<file path="config.mk">
export PLATFORM = sky130hd
export DESIGN_NAME = pc_pilha
export DESIGN_NICKNAME = d
export VERILOG_FILES = /design/src/rtl/pc_pilha.sv
export SDC_FILE = /design/constraint.sdc
export NUM_CORES = 1
export LEC_CHECK = 0
export CAP_MARGIN = 20
export CORE_MARGIN = 2
export CORE_UTILIZATION = 40
export CTS_BUF_LIST = sky130_fd_sc_hd__clkbuf_4
export CTS_CLUSTER_SIZE = 10
export DETAILED_ROUTE_END_ITERATION = 6
export PLACE_DENSITY = 0.6
export SYNTH_ARGS = -nofsm -noshare
export SYNTH_HDL_FRONTEND = slang
export SYNTH_SLANG_ARGS = --single-unit
export TNS_END_PERCENT = 20
</file>
<file path="constraint.sdc">
create_clock -name clock -period 7.3 [get_ports clock]
set_input_delay 1.095 -clock clock [delete_from_list [all_inputs] [get_ports clock]]
set_output_delay 1.095 -clock clock [all_outputs]
set_load 0.005 [all_outputs]
</file>
<file path="src/rtl/pc_pilha.sv">
// Program counter with a hardware return-address stack for call/ret.
// Latency 1: every control effect shows on saida one edge later; stall freezes all state.
module pc_pilha #(
    parameter int                   LARGURA      = 32,
    parameter int                   PROFUNDIDADE = 8,
    parameter logic [LARGURA-1:0]   VETOR_RESET  = '0,
    parameter logic [LARGURA-1:0]   INCREMENTO   = 1,
    parameter int                   LARG_DESL    = 16
) (
    input  logic                          clock,
    input  logic                          reseta,
    input  logic                          stall,
    input  logic                          halt,
    input  logic                          jump,
    input  logic                          branch,
    input  logic                          call,
    input  logic                          ret,
    input  logic [LARGURA-1:0]            endereco,
    input  logic [LARG_DESL-1:0]          deslocamento,
    output logic [LARGURA-1:0]            saida,
    output logic [$clog2(PROFUNDIDADE):0] nivel,
    output logic                          pilha_cheia,
    output logic                          pilha_vazia,
    output logic [1:0]                    erro_pilha
);

    localparam int PW = $clog2(PROFUNDIDADE);
    localparam int NW = PW + 1;

    logic [LARGURA-1:0] pilha [PROFUNDIDADE];
    logic [LARGURA-1:0] desl_ext;
    logic [LARGURA-1:0] proximo_seq;
    logic [NW-1:0]      nivel_m1;
    logic [PW-1:0]      idx_topo;
    logic [PW-1:0]      idx_push;

    assign desl_ext    = LARGURA'($signed(deslocamento));
    assign proximo_seq = saida + INCREMENTO;
    assign nivel_m1    = nivel - NW'(1);
    assign idx_topo    = nivel_m1[PW-1:0];
    assign idx_push    = nivel[PW-1:0];

    assign pilha_cheia = (nivel == NW'(PROFUNDIDADE));
    assign pilha_vazia = (nivel == '0);

    // The stack array is deliberately left out of the reset branch: only
    // nivel defines which entries are live, so stale contents are harmless.
    always_ff @(posedge clock or negedge reseta) begin
        if (!reseta) begin
            saida      <= VETOR_RESET;
            nivel      <= '0;
            erro_pilha <= '0;
        end else if (!stall) begin
            if (ret) begin
                if (pilha_vazia) begin
                    erro_pilha[1] <= 1'b1;
                end else begin
                    saida <= pilha[idx_topo];
                    nivel <= nivel_m1;
                end
            end else if (call) begin
                saida <= endereco;
                if (pilha_cheia) begin
                    erro_pilha[0] <= 1'b1;
                end else begin
                    pilha[idx_push] <= proximo_seq;
                    nivel           <= nivel + NW'(1);
                end
            end else if (jump) begin
                saida <= endereco;
            end else if (branch) begin
                saida <= saida + desl_ext;
            end else if (!halt) begin
                saida <= proximo_seq;
            end
        end
    end

endmodule

</file>
==> impl_metrics.env, run 1 <==
export IMPL_status="finished clean"
export IMPL_slowest_delay_ns=0.68
export IMPL_crit_path_frequent_cell="nor2b_1"
export IMPL_cts_resized_gates=0
export IMPL_slew_viol_final=0
export IMPL_route_detailed_vias_per_inst=5.63
export IMPL_ios=96
export IMPL_period_needed_ns=4.09
export IMPL_layout_drive_gt1_share_pct=18.8
export IMPL_grt_pass1_vias=9569
export IMPL_worst_pin_slew_ns=1.10
export IMPL_clock_path_buffers=3
export IMPL_h_tree_depth=3
export IMPL_start_util_pct=40.3
export IMPL_finalCritPeriodShare_pct=56.0
export IMPL_synth_edf_count=256
export IMPL_critPathCapture="pilha_vazia"
export IMPL_fin_setup_tns_ns=0
export IMPL_critPathLaunch="nivel[0]$_DFFE_PN0P_"
export IMPL_post_cts_buffers=0
export IMPL_path_delay_family="buffers and inverters"
export IMPL_final_cell_mix="edfxtp_1 (256), clkbuf_4 (110), clkdlybuf4s50_1 (92), nor2_1 (73), mux4_2 (64)"
export IMPL_drtAntennaViolNets=0
export IMPL_rsz0062_at_grt="no"
export IMPL_final_common_cell="edfxtp_1"
export IMPL_cts_root_buf="clkbuf_4"
export IMPL_std_cell_rows=69
export IMPL_clock_fmax_ghz=0.245
export IMPL_power_uw=6740
export IMPL_endpoint_kind="primary output"
export IMPL_cts_made_buffers=79
export IMPL_ir_worst_vdd_v=0.000575
export IMPL_cts_sinks=294
export IMPL_synth_cells=1006
export IMPL_wire_per_inst_um=23.0
export IMPL_area_growth_pct=17.1
export IMPL_dieWidth_um=193
export IMPL_cts_tree="built"
export IMPL_die_h_um=193
export IMPL_worst_path_buf_inv=2
export IMPL_postCtsHoldBufs=0
export IMPL_synth_top_cells_by_area="edfxtp_1 (54%), mux4_2 (10%), dfrtp_1 (6.7%), ha_1 (3.0%), mux2i_1 (2.5%)"
export IMPL_fillerInstances=3173
export IMPL_synth_ff_type="edfxtp_1"
export IMPL_coreArea_sq_um=35300
export IMPL_power_density_nw_per_um2=404
export IMPL_rr_endpoint="pilha[7][25]$_DFFE_PP_"
export IMPL_yosys_register_bits=294
export IMPL_reg2reg_from="nivel[0]$_DFFE_PN0P_"
export IMPL_syn_area_sq_um=14200
export IMPL_crit_fanout=27
export IMPL_grt_pass1_wl_um=57600
export IMPL_slowest_stage="dfrtp_4"
export IMPL_holdCritPathClass="flop to flop"
export IMPL_clk_pin_slew_ns=0.07
export IMPL_arrival_ns=2.99
export IMPL_yosys_warnings=0
export IMPL_gp_congestion=0.886
export IMPL_grtUsageTotal_pct=21.1
export IMPL_antenna_found_initial=1
export IMPL_cellLeakagePower_uw=0.00583
export IMPL_final_cells=1663
export IMPL_post_place_cells=1527
export IMPL_synth_top_cell_area_share_pct=54.0
export IMPL_avgSynthCellArea_sq_um=14.1
export IMPL_wirelength_um=38200
export IMPL_setup_worst_path_class="flop to primary output"
export IMPL_yosys_area_top_type="edfxtp_1"
export IMPL_yosysSeqAreaShare_pct=60.7
export IMPL_worst_clock_skew_ns=0.0573
export IMPL_postLayoutCoreUtil_pct=47.2
export IMPL_startpoint_type="flop"
export IMPL_vias=9368
export IMPL_cp_required_ns=6.20
export IMPL_drtIter0Drc=760
export IMPL_slew_limit_headroom_pct=26.7
export IMPL_grt_ovfl_total=0
export IMPL_crit_chain="inv_1 > ha_2 > nor2b_1 > nor2b_1 > clkdlybuf4s50_1"
export IMPL_async_reset_ff_share_pct=12.9
export IMPL_rr_worst_depth=4
export IMPL_dpl_hpwl_um=23600
export IMPL_drc=0
export IMPL_path_depth=5
export IMPL_r2r_slack_ns=3.73
export IMPL_grt_max_degree=66
export IMPL_dr_pass1_iters=5
export IMPL_maxCapViolCount=0
export IMPL_finalSetupViolations=0
export IMPL_dieArea_sq_um=37100
export IMPL_nNetsFinal=1238
export IMPL_place_port_buffers=95
export IMPL_clock_latency_ns=0.69
export IMPL_hold_viol=0
export IMPL_synthesis_nets=1097
export IMPL_ys_types=55
-- sequential cells by signal, indices dropped and copies added, names as in the netlist --
register / cells
pilha: 256
saida: 32
nivel: 4
erro_pilha: 2
-- logic make-up (layout without fill, tap and decap cells) --
| kind of cell | count (synthesis) | after routing | share of synthesized area (%) |
|---|---|---|---|
| flops | 294 | 294 | 60.7 |
| fa+ha+maj | 35 | 35 | 3.13 |
| compound gates | 211 | 211 | 9.46 |
| other cells | 0 | 1 | 0 |
| mux | 109 | 109 | 13.4 |
| simple gates | 240 | 240 | 8.14 |
| buf+inv | 60 | 255 | 1.71 |
| xor+xnor | 57 | 57 | 3.51 |
-- per-stage QoR --
step / hold WS, ns / area, sq um / setup slack (ns)
after floorplan: 0.466 / 14200 / 2.56
after global placement: 0.452 / 15700 / 2.73
after detailed placement: 0.459 / 15700 / 2.62
after CTS: 0.474 / 16700 / 3.13
after global routing: 0.488 / 16700 / 3.05
final: 0.468 / 16700 / 3.21
-- worst reg2reg max path, cell delays in order (launching register included) --
cell and delay [ns]:
dfrtp_4 0.77, buf_4 0.77, nand3_1 0.50, nor2_4 0.67
buf_4 0.50
-- how the worst min path moves through the flow --
stage | start | endpoint | slack [ns] | cells after the start
after floorplan | erro_pilha[0]$_DFFE_PN0P_ | erro_pilha[0]$_DFFE_PN0P_ | 0.47 | 1
after global placement | erro_pilha[0]$_DFFE_PN0P_ | erro_pilha[0]$_DFFE_PN0P_ | 0.45 | 1
after detailed placement | erro_pilha[0]$_DFFE_PN0P_ | erro_pilha[0]$_DFFE_PN0P_ | 0.46 | 1
after CTS | erro_pilha[0]$_DFFE_PN0P_ | erro_pilha[0]$_DFFE_PN0P_ | 0.47 | 1
after global routing | erro_pilha[0]$_DFFE_PN0P_ | erro_pilha[0]$_DFFE_PN0P_ | 0.49 | 1
final | erro_pilha[1]$_DFFE_PN0P_ | erro_pilha[1]$_DFFE_PN0P_ | 0.47 | 1
-- cells in the mapped netlist (10+ instances only) --
cell type,count
edfxtp_1,256
nor2_1,80
mux4_2,64
a21oi_1,61
nand2_1,59
o21ai_0,53
dfrtp_1,38
mux2i_1,36
clkbuf_1,35
ha_1,34
xnor2_1,33
nand3_1,25
xor2_1,24
buf_2,14
nor3_1,12
a211oi_1,11
a22oi_1,11
a21o_1,10
inv_1,10
nand4_1,10
-- routing by layer --
layer | share of wire (%) | global-route usage [%]
met2 | 47 | 33.0
met4 | 1.4 | 5.61
met1 | 45 | 29.7
met3 | 7.0 | 4.75
met5 | 0 | 0
-- area by class of cell --
type                       instances  area (sq um)  share of cell area (%)
antenna                            1          2.50                  0.0150
clock buffer                     110           826                    4.96
clock inverter                    25          97.6                   0.586
inverter                          10          37.5                   0.225
multi-input combinational        652          5430                    32.6
sequential                       294          8640                    51.9
tap                              461           577                    3.46
timing repair buffer             110          1050                    6.29
-- where the power goes --
| part | internal [uW] | switching (uW) | total, uW |
|---|---|---|---|
| clock | 692 | 664 | 1360 |
| combinational | 1350 | 1520 | 2870 |
| sequential | 2200 | 317 | 2520 |
| total | 4240 | 2500 | 6740 |
No activity file was read; power rests on OpenSTA's default activity.
==> run 2: changes to the inputs <==
==> constraint.sdc (replaced) <==
create_clock -name clock -period 3.89 [get_ports clock]
set_input_delay 0.5835 -clock clock [delete_from_list [all_inputs] [get_ports clock]]
set_output_delay 0.5835 -clock clock [all_outputs]
set_load 0.005 [all_outputs]
==> run 2 against run 1 <==
Combinational power grew 94%. Global-route usage fell by 0.32 points. Non-clock buffer count is 22 higher. Design area is 1.7% higher. Utilization rose by 0.82 points. Via count rose by 2.2%. Die area unchanged. Critical endpoint unchanged. Highest routed layer unchanged.
==> impl_metrics.env, run 2 (same netlist as run 1, synthesis figures left out) <==
export IMPL_place_port_buffers=95
export IMPL_slowest_delay_ns=0.56
export IMPL_status="finished clean"
export IMPL_worst_slack_ns=0.678
export IMPL_slowest_stage="clkdlybuf4s50_1"
export IMPL_endpoint_kind="primary output"
export IMPL_final_common_cell="edfxtp_1"
export IMPL_holdCritPathClass="primary input to asynchronous set/reset pin"
export IMPL_grtUsageTotal_pct=20.7
export IMPL_maxCapViolCount=0
export IMPL_reg_largest_list="pilha (256), saida (32), nivel (4)"
export IMPL_holdWs_ns=0.337
export IMPL_final_cell_area_sq_um=17000
export IMPL_startpoint_type="flop"
export IMPL_grt_pass1_wl_um=57100
export IMPL_fillerInstances=3127
export IMPL_rsz0062_at_grt="no"
export IMPL_place_ws_ns=0.275
export IMPL_worst_pin_slew_ns=0.788
export IMPL_grt_max_degree=65
export IMPL_die_h_um=193
export IMPL_rr_worst_depth=9
export IMPL_setup_worst_path_class="flop to primary output"
export IMPL_post_cts_buffers=0
export IMPL_top_register="pilha"
export IMPL_cts_sinks=294
export IMPL_drtIter0Drc=708
export IMPL_cp_required_ns=3.31
export IMPL_dieArea_sq_um=37100
export IMPL_h_tree_depth=3
export IMPL_crit_path_frequent_cell="nor2b_1"
export IMPL_ir_worst_vdd_v=0.000501
export IMPL_clock_latency_ns=0.71
export IMPL_largest_reg_flops=256
export IMPL_drc=0
export IMPL_grt_ovfl_total=0
export IMPL_reg2reg_from="saida[6]$_DFFE_PN0P_"
export IMPL_postCtsHoldBufs=1
export IMPL_fin_setup_tns_ns=0
export IMPL_clock_fmax_ghz=0.311
export IMPL_dieWidth_um=193
export IMPL_placed_cell_area_sq_um=15900
export IMPL_wirelength_um=37600
export IMPL_dpl_hpwl_um=24600
export IMPL_power_density_nw_per_um2=760
export IMPL_slew_viol_final=0
export IMPL_cellLeakagePower_uw=0.00600
export IMPL_layout_drive_gt1_share_pct=20.9
export IMPL_power_uw=12900
export IMPL_clock_path_buffers=3
export IMPL_period_needed_ns=3.21
export IMPL_arrival_ns=2.63
export IMPL_antenna_found_initial=1
export IMPL_area_growth_pct=19.1
export IMPL_dr_pass1_iters=5
export IMPL_std_cell_rows=69
export IMPL_cts_root_buf="clkbuf_4"
export IMPL_grt_pass1_vias=9576
export IMPL_crit_fanout=8
export IMPL_coreArea_sq_um=35300
export IMPL_crit_chain="inv_1 > ha_2 > nor2b_1 > nor2b_1 > clkdlybuf4s50_1"
export IMPL_finalCritPeriodShare_pct=82.6
export IMPL_route_detailed_vias_per_inst=5.65
export IMPL_gp_congestion=0.923
export IMPL_drtAntennaViolNets=0
export IMPL_hold_viol=0
export IMPL_start_util_pct=40.3
export IMPL_worst_clock_skew_ns=0.0641
export IMPL_cts_resized_gates=0
export IMPL_wire_per_inst_um=22.2
export IMPL_rr_endpoint="saida[29]$_DFFE_PN0P_"
export IMPL_finalSetupViolations=0
export IMPL_vias=9577
export IMPL_cts_tree="built"
export IMPL_nNetsFinal=1260
export IMPL_clk_pin_slew_ns=0.07
export IMPL_final_cell_mix="edfxtp_1 (256), clkbuf_4 (113), clkdlybuf4s50_1 (92), nor2_1 (73), mux4_2 (64)"
export IMPL_cts_made_buffers=79
export IMPL_ios=96
export IMPL_slew_limit_headroom_pct=47.1
export IMPL_r2r_slack_ns=0.80
run 2: cell count changes in the layout (fill, tap and decap cells not counted), moves of 2 or more:
cell and change:
buf_12 +2, buf_4 +19, clkbuf_4 +3, clkinv_1 -2, clkinv_2 +3, clkinv_4 +4
run 2: cell type report:
type                    instances  area (sq um)  area share (%)
diodes                          1          2.50          0.0148
clock buffers                 113           848            5.00
clock inverters                31           166           0.982
inverters                      10          37.5           0.221
multi-input cells             652          5440            32.1
flip-flops and latches        294          8640            51.0
well taps                     461           577            3.40
repair buffers                132          1240            7.32
run 2: worst max-delay path, delay by kind of cell (launching register included):
family                     cells  cell delay (ns)
and+or+nand+nor                2             0.50
adders and majority gates      1             0.25
buffers and inverters          2             0.71
DFF                            1             0.50
run 2: power by group:
group          switching, uW  leakage (uW)  internal [uW]  total [uW]
registers                472       0.00278           4130        4600
logic                   2960       0.00262           2600        5560
clock network           1300      0.000606           1420        2720
total                   4730       0.00600           8150       12900
run 2: metal layers:
metal	share of wire, %	wire (um)	GRT usage, %
met5	0	0	0
met4	2.0	756	6.84
met3	6.7	2530	3.96
met2	46	17400	31.9
met1	45	16900	29.6
run 2: how the worst max path moves through the flow:
stage / depth (start not counted) / end / from
after global routing: 5 / pilha_vazia / nivel[1]$_DFFE_PN0P_
after CTS: 5 / pilha_vazia / nivel[1]$_DFFE_PN0P_
after global placement: 11 / saida[31]$_DFFE_PN0P_ / deslocamento[1]
final: 5 / pilha_vazia / nivel[1]$_DFFE_PN0P_
after detailed placement: 11 / saida[31]$_DFFE_PN0P_ / deslocamento[1]
after floorplan: 10 / pilha[0][0]$_DFFE_PP_ / nivel[0]$_DFFE_PN0P_
run 2: through the flow:
| stage | utilization, % | instances |
|---|---|---|
| finish | 48.0 | 1694 |
| global route | 48.0 | 1694 |
| CTS | 48.0 | 1693 |
| detailed placement | 45.1 | 1548 |
| global placement | 45.1 | 1548 |
| floorplan | - | 1006 |
==> run 3: changes to the inputs <==
--- a/config.mk
+++ b/config.mk
@@ -11,7 +11,7 @@
 export CTS_BUF_LIST = sky130_fd_sc_hd__clkbuf_4
 export CTS_CLUSTER_SIZE = 10
 export DETAILED_ROUTE_END_ITERATION = 6
-export PLACE_DENSITY = 0.6
+export PLACE_DENSITY = 0.62
 export SYNTH_ARGS = -nofsm -noshare
 export SYNTH_HDL_FRONTEND = slang
 export SYNTH_SLANG_ARGS = --single-unit
==> constraint.sdc (replaced) <==
create_clock -name clock -period 2.7 [get_ports clock]
set_input_delay 0.405 -clock clock [delete_from_list [all_inputs] [get_ports clock]]
set_output_delay 0.405 -clock clock [all_outputs]
set_load 0.005 [all_outputs]
==> run 3 against run 2 <==
Die area unchanged. Largest cell class unchanged. Total power up 60%. Register-to-register slack worse by 0.76 ns. Hold slack worse by 0.23 ns. Setup slack worse by 0.63 ns. Combinational power up 89%. Flip-flop and latch count unchanged. Critical path type is now flop to flop. Clock power up 39%.
==> impl_metrics.env, run 3 (same netlist as run 1, synthesis figures left out) <==
export IMPL_status="finished clean"
export IMPL_cts_sinks=294
export IMPL_setup_worst_path_class="flop to flop"
export IMPL_power_density_nw_per_um2=1110
export IMPL_dieWidth_um=193
export IMPL_clk_pin_slew_ns=0.06
export IMPL_route_detailed_vias_per_inst=5.51
export IMPL_drc=0
export IMPL_hold_viol=0
export IMPL_nNetsFinal=1426
export IMPL_reg2reg_from="saida[12]$_DFFE_PN0P_"
export IMPL_std_cell_rows=69
export IMPL_grt_pass1_wl_um=62500
export IMPL_layout_drive_gt1_share_pct=32.2
export IMPL_vias=10200
export IMPL_place_ws_ns=-0.620
export IMPL_drtIter0Drc=754
export IMPL_wire_per_inst_um=22.4
export IMPL_finalCritPeriodShare_pct=98.4
export IMPL_grt_max_degree=48
export IMPL_min_from="ret"
export IMPL_cts_tree="built"
export IMPL_critPathLaunch="saida[12]$_DFFE_PN0P_"
export IMPL_dieArea_sq_um=37100
export IMPL_fin_setup_tns_ns=0
export IMPL_busiest_layer="met2"
export IMPL_holdCritPathClass="primary input to flop"
export IMPL_clock_latency_ns=0.77
export IMPL_cts_root_buf="clkbuf_4"
export IMPL_clock_path_buffers=3
export IMPL_start_util_pct=40.3
export IMPL_hold_path_end="erro_pilha[1]$_DFFE_PN0P_"
export IMPL_arrival_ns=3.28
export IMPL_worst_slack_ns=0.0438
export IMPL_startpoint_type="flop"
export IMPL_endpoint_kind="flop"
export IMPL_rr_worst_depth=10
export IMPL_rsz0062_at_grt="yes"
export IMPL_grtUsageMet1_pct=30.2
export IMPL_rr_endpoint="saida[31]$_DFFE_PN0P_"
export IMPL_drtAntennaViolNets=0
export IMPL_postLayoutCoreUtil_pct=52.5
export IMPL_final_cell_mix="edfxtp_1 (256), buf_4 (190), clkbuf_4 (109), clkdlybuf4s50_1 (90), nor2_1 (73)"
export IMPL_slew_limit_headroom_pct=56.3
export IMPL_ir_worst_vdd_v=0.000605
export IMPL_largest_reg_flops=256
export IMPL_holdWs_ns=0.108
export IMPL_coreArea_sq_um=35300
export IMPL_dpl_hpwl_um=28800
export IMPL_wirelength_um=41700
export IMPL_reg_largest_list="pilha (256), saida (32), nivel (4)"
export IMPL_ios=96
export IMPL_use_met3_pct=4.27
export IMPL_die_h_um=193
export IMPL_slew_viol_final=0
export IMPL_cts_made_buffers=78
export IMPL_antenna_found_initial=2
export IMPL_dr_pass1_iters=5
export IMPL_area_growth_pct=30.3
export IMPL_final_common_cell="edfxtp_1"
export IMPL_clock_fmax_ghz=0.376
export IMPL_place_port_buffers=95
export IMPL_r2r_slack_ns=0.04
export IMPL_cellLeakagePower_uw=0.00688
export IMPL_crit_fanout=3
export IMPL_top_register="pilha"
export IMPL_worst_clock_skew_ns=0.0498
export IMPL_finalSetupViolations=0
export IMPL_cp_required_ns=3.33
export IMPL_grtUsageMet2_pct=38.4
export IMPL_worst_pin_slew_ns=0.651
export IMPL_grt_pass1_vias=10500
export IMPL_hold_depth=2
export IMPL_grtUsageTotal_pct=23.2
export IMPL_gp_congestion=0.883
export IMPL_h_tree_depth=3
export IMPL_grt_ovfl_total=0
export IMPL_fillerInstances=3033
export IMPL_maxCapViolCount=0
export IMPL_period_needed_ns=2.66
run 3: cell types whose count changed in the layout (fill, tap and decap cells not counted), sizes merged:
cell and change:
clkinvlp +3, clkbuf -4, inv -2, diode +2
clkdlybuf4s50 -2, dlygate4sd2 +2, buf +167, clkinv -1
run 3: cell type report:
cell class / instances / area (sq um) / share of cell area (%)
clock buffer: 109 / 818 / 4.41
antenna: 3 / 7.51 / 0.0405
timing repair buffer: 299 / 2630 / 14.2
tap: 461 / 577 / 3.11
multi-input combinational: 652 / 5670 / 30.6
sequential: 294 / 8640 / 46.6
clock inverter: 31 / 158 / 0.850
inverter: 10 / 45.0 / 0.243
run 3: worst max path at each step:
stage                     cells past startpoint               endpoint
after floorplan                              10  pilha[1][0]$_DFFE_PP_
after CTS                                    11  saida[25]$_DFFE_PN0P_
after global placement                       11  saida[31]$_DFFE_PN0P_
after global routing                         11  saida[26]$_DFFE_PN0P_
final                                        10  saida[31]$_DFFE_PN0P_
after detailed placement                     12  saida[24]$_DFFE_PN0P_
run 3: worst max-delay path, stage by stage (launching register included):
cell	delay (ns)
dfrtp_1	0.40
ha_1	0.31
a21oi_1	0.20
o21ai_0	0.17
nor3b_2	0.28
a21oi_4	0.11
a21o_1	0.22
a311oi_1	0.25
o21bai_1	0.12
nor4b_1	0.15
or3_1	0.31
run 3: power by group:
group / switching [uW] / leakage, uW / internal, uW
sequential: 381 / 0.00278 / 5940
combinational: 5340 / 0.00354 / 5190
clock: 1820 / 0.000568 / 1970
total: 7540 / 0.00688 / 13100
run 3: per-stage QoR:
stage	cell area (sq um)	std cells	total power, uW
6_report	18600	1859	20600
5_1_grt	18500	1858	21900
4_1_cts	18400	1854	20600
3_5_place_dp	17300	1709	16700
3_3_place_gp	17300	1709	16600
2_1_floorplan	14400	1006	12300
run 3: layer usage:
layer / up-vias / wire length [um]
met5: - / 0
met1: 5144 / 17500
li1: 4684 / -
met3: 60 / 2550
met4: 0 / 1080
met2: 352 / 20500
run 3: what timing repair did:
action,4_1_cts,5_1_grt
setup buffers,4,2
hold buffers,1,0
resized for setup,14,23
pin swaps,3,14
endpoints found under the hold margin,38,0
endpoints found under the setup margin,17,27
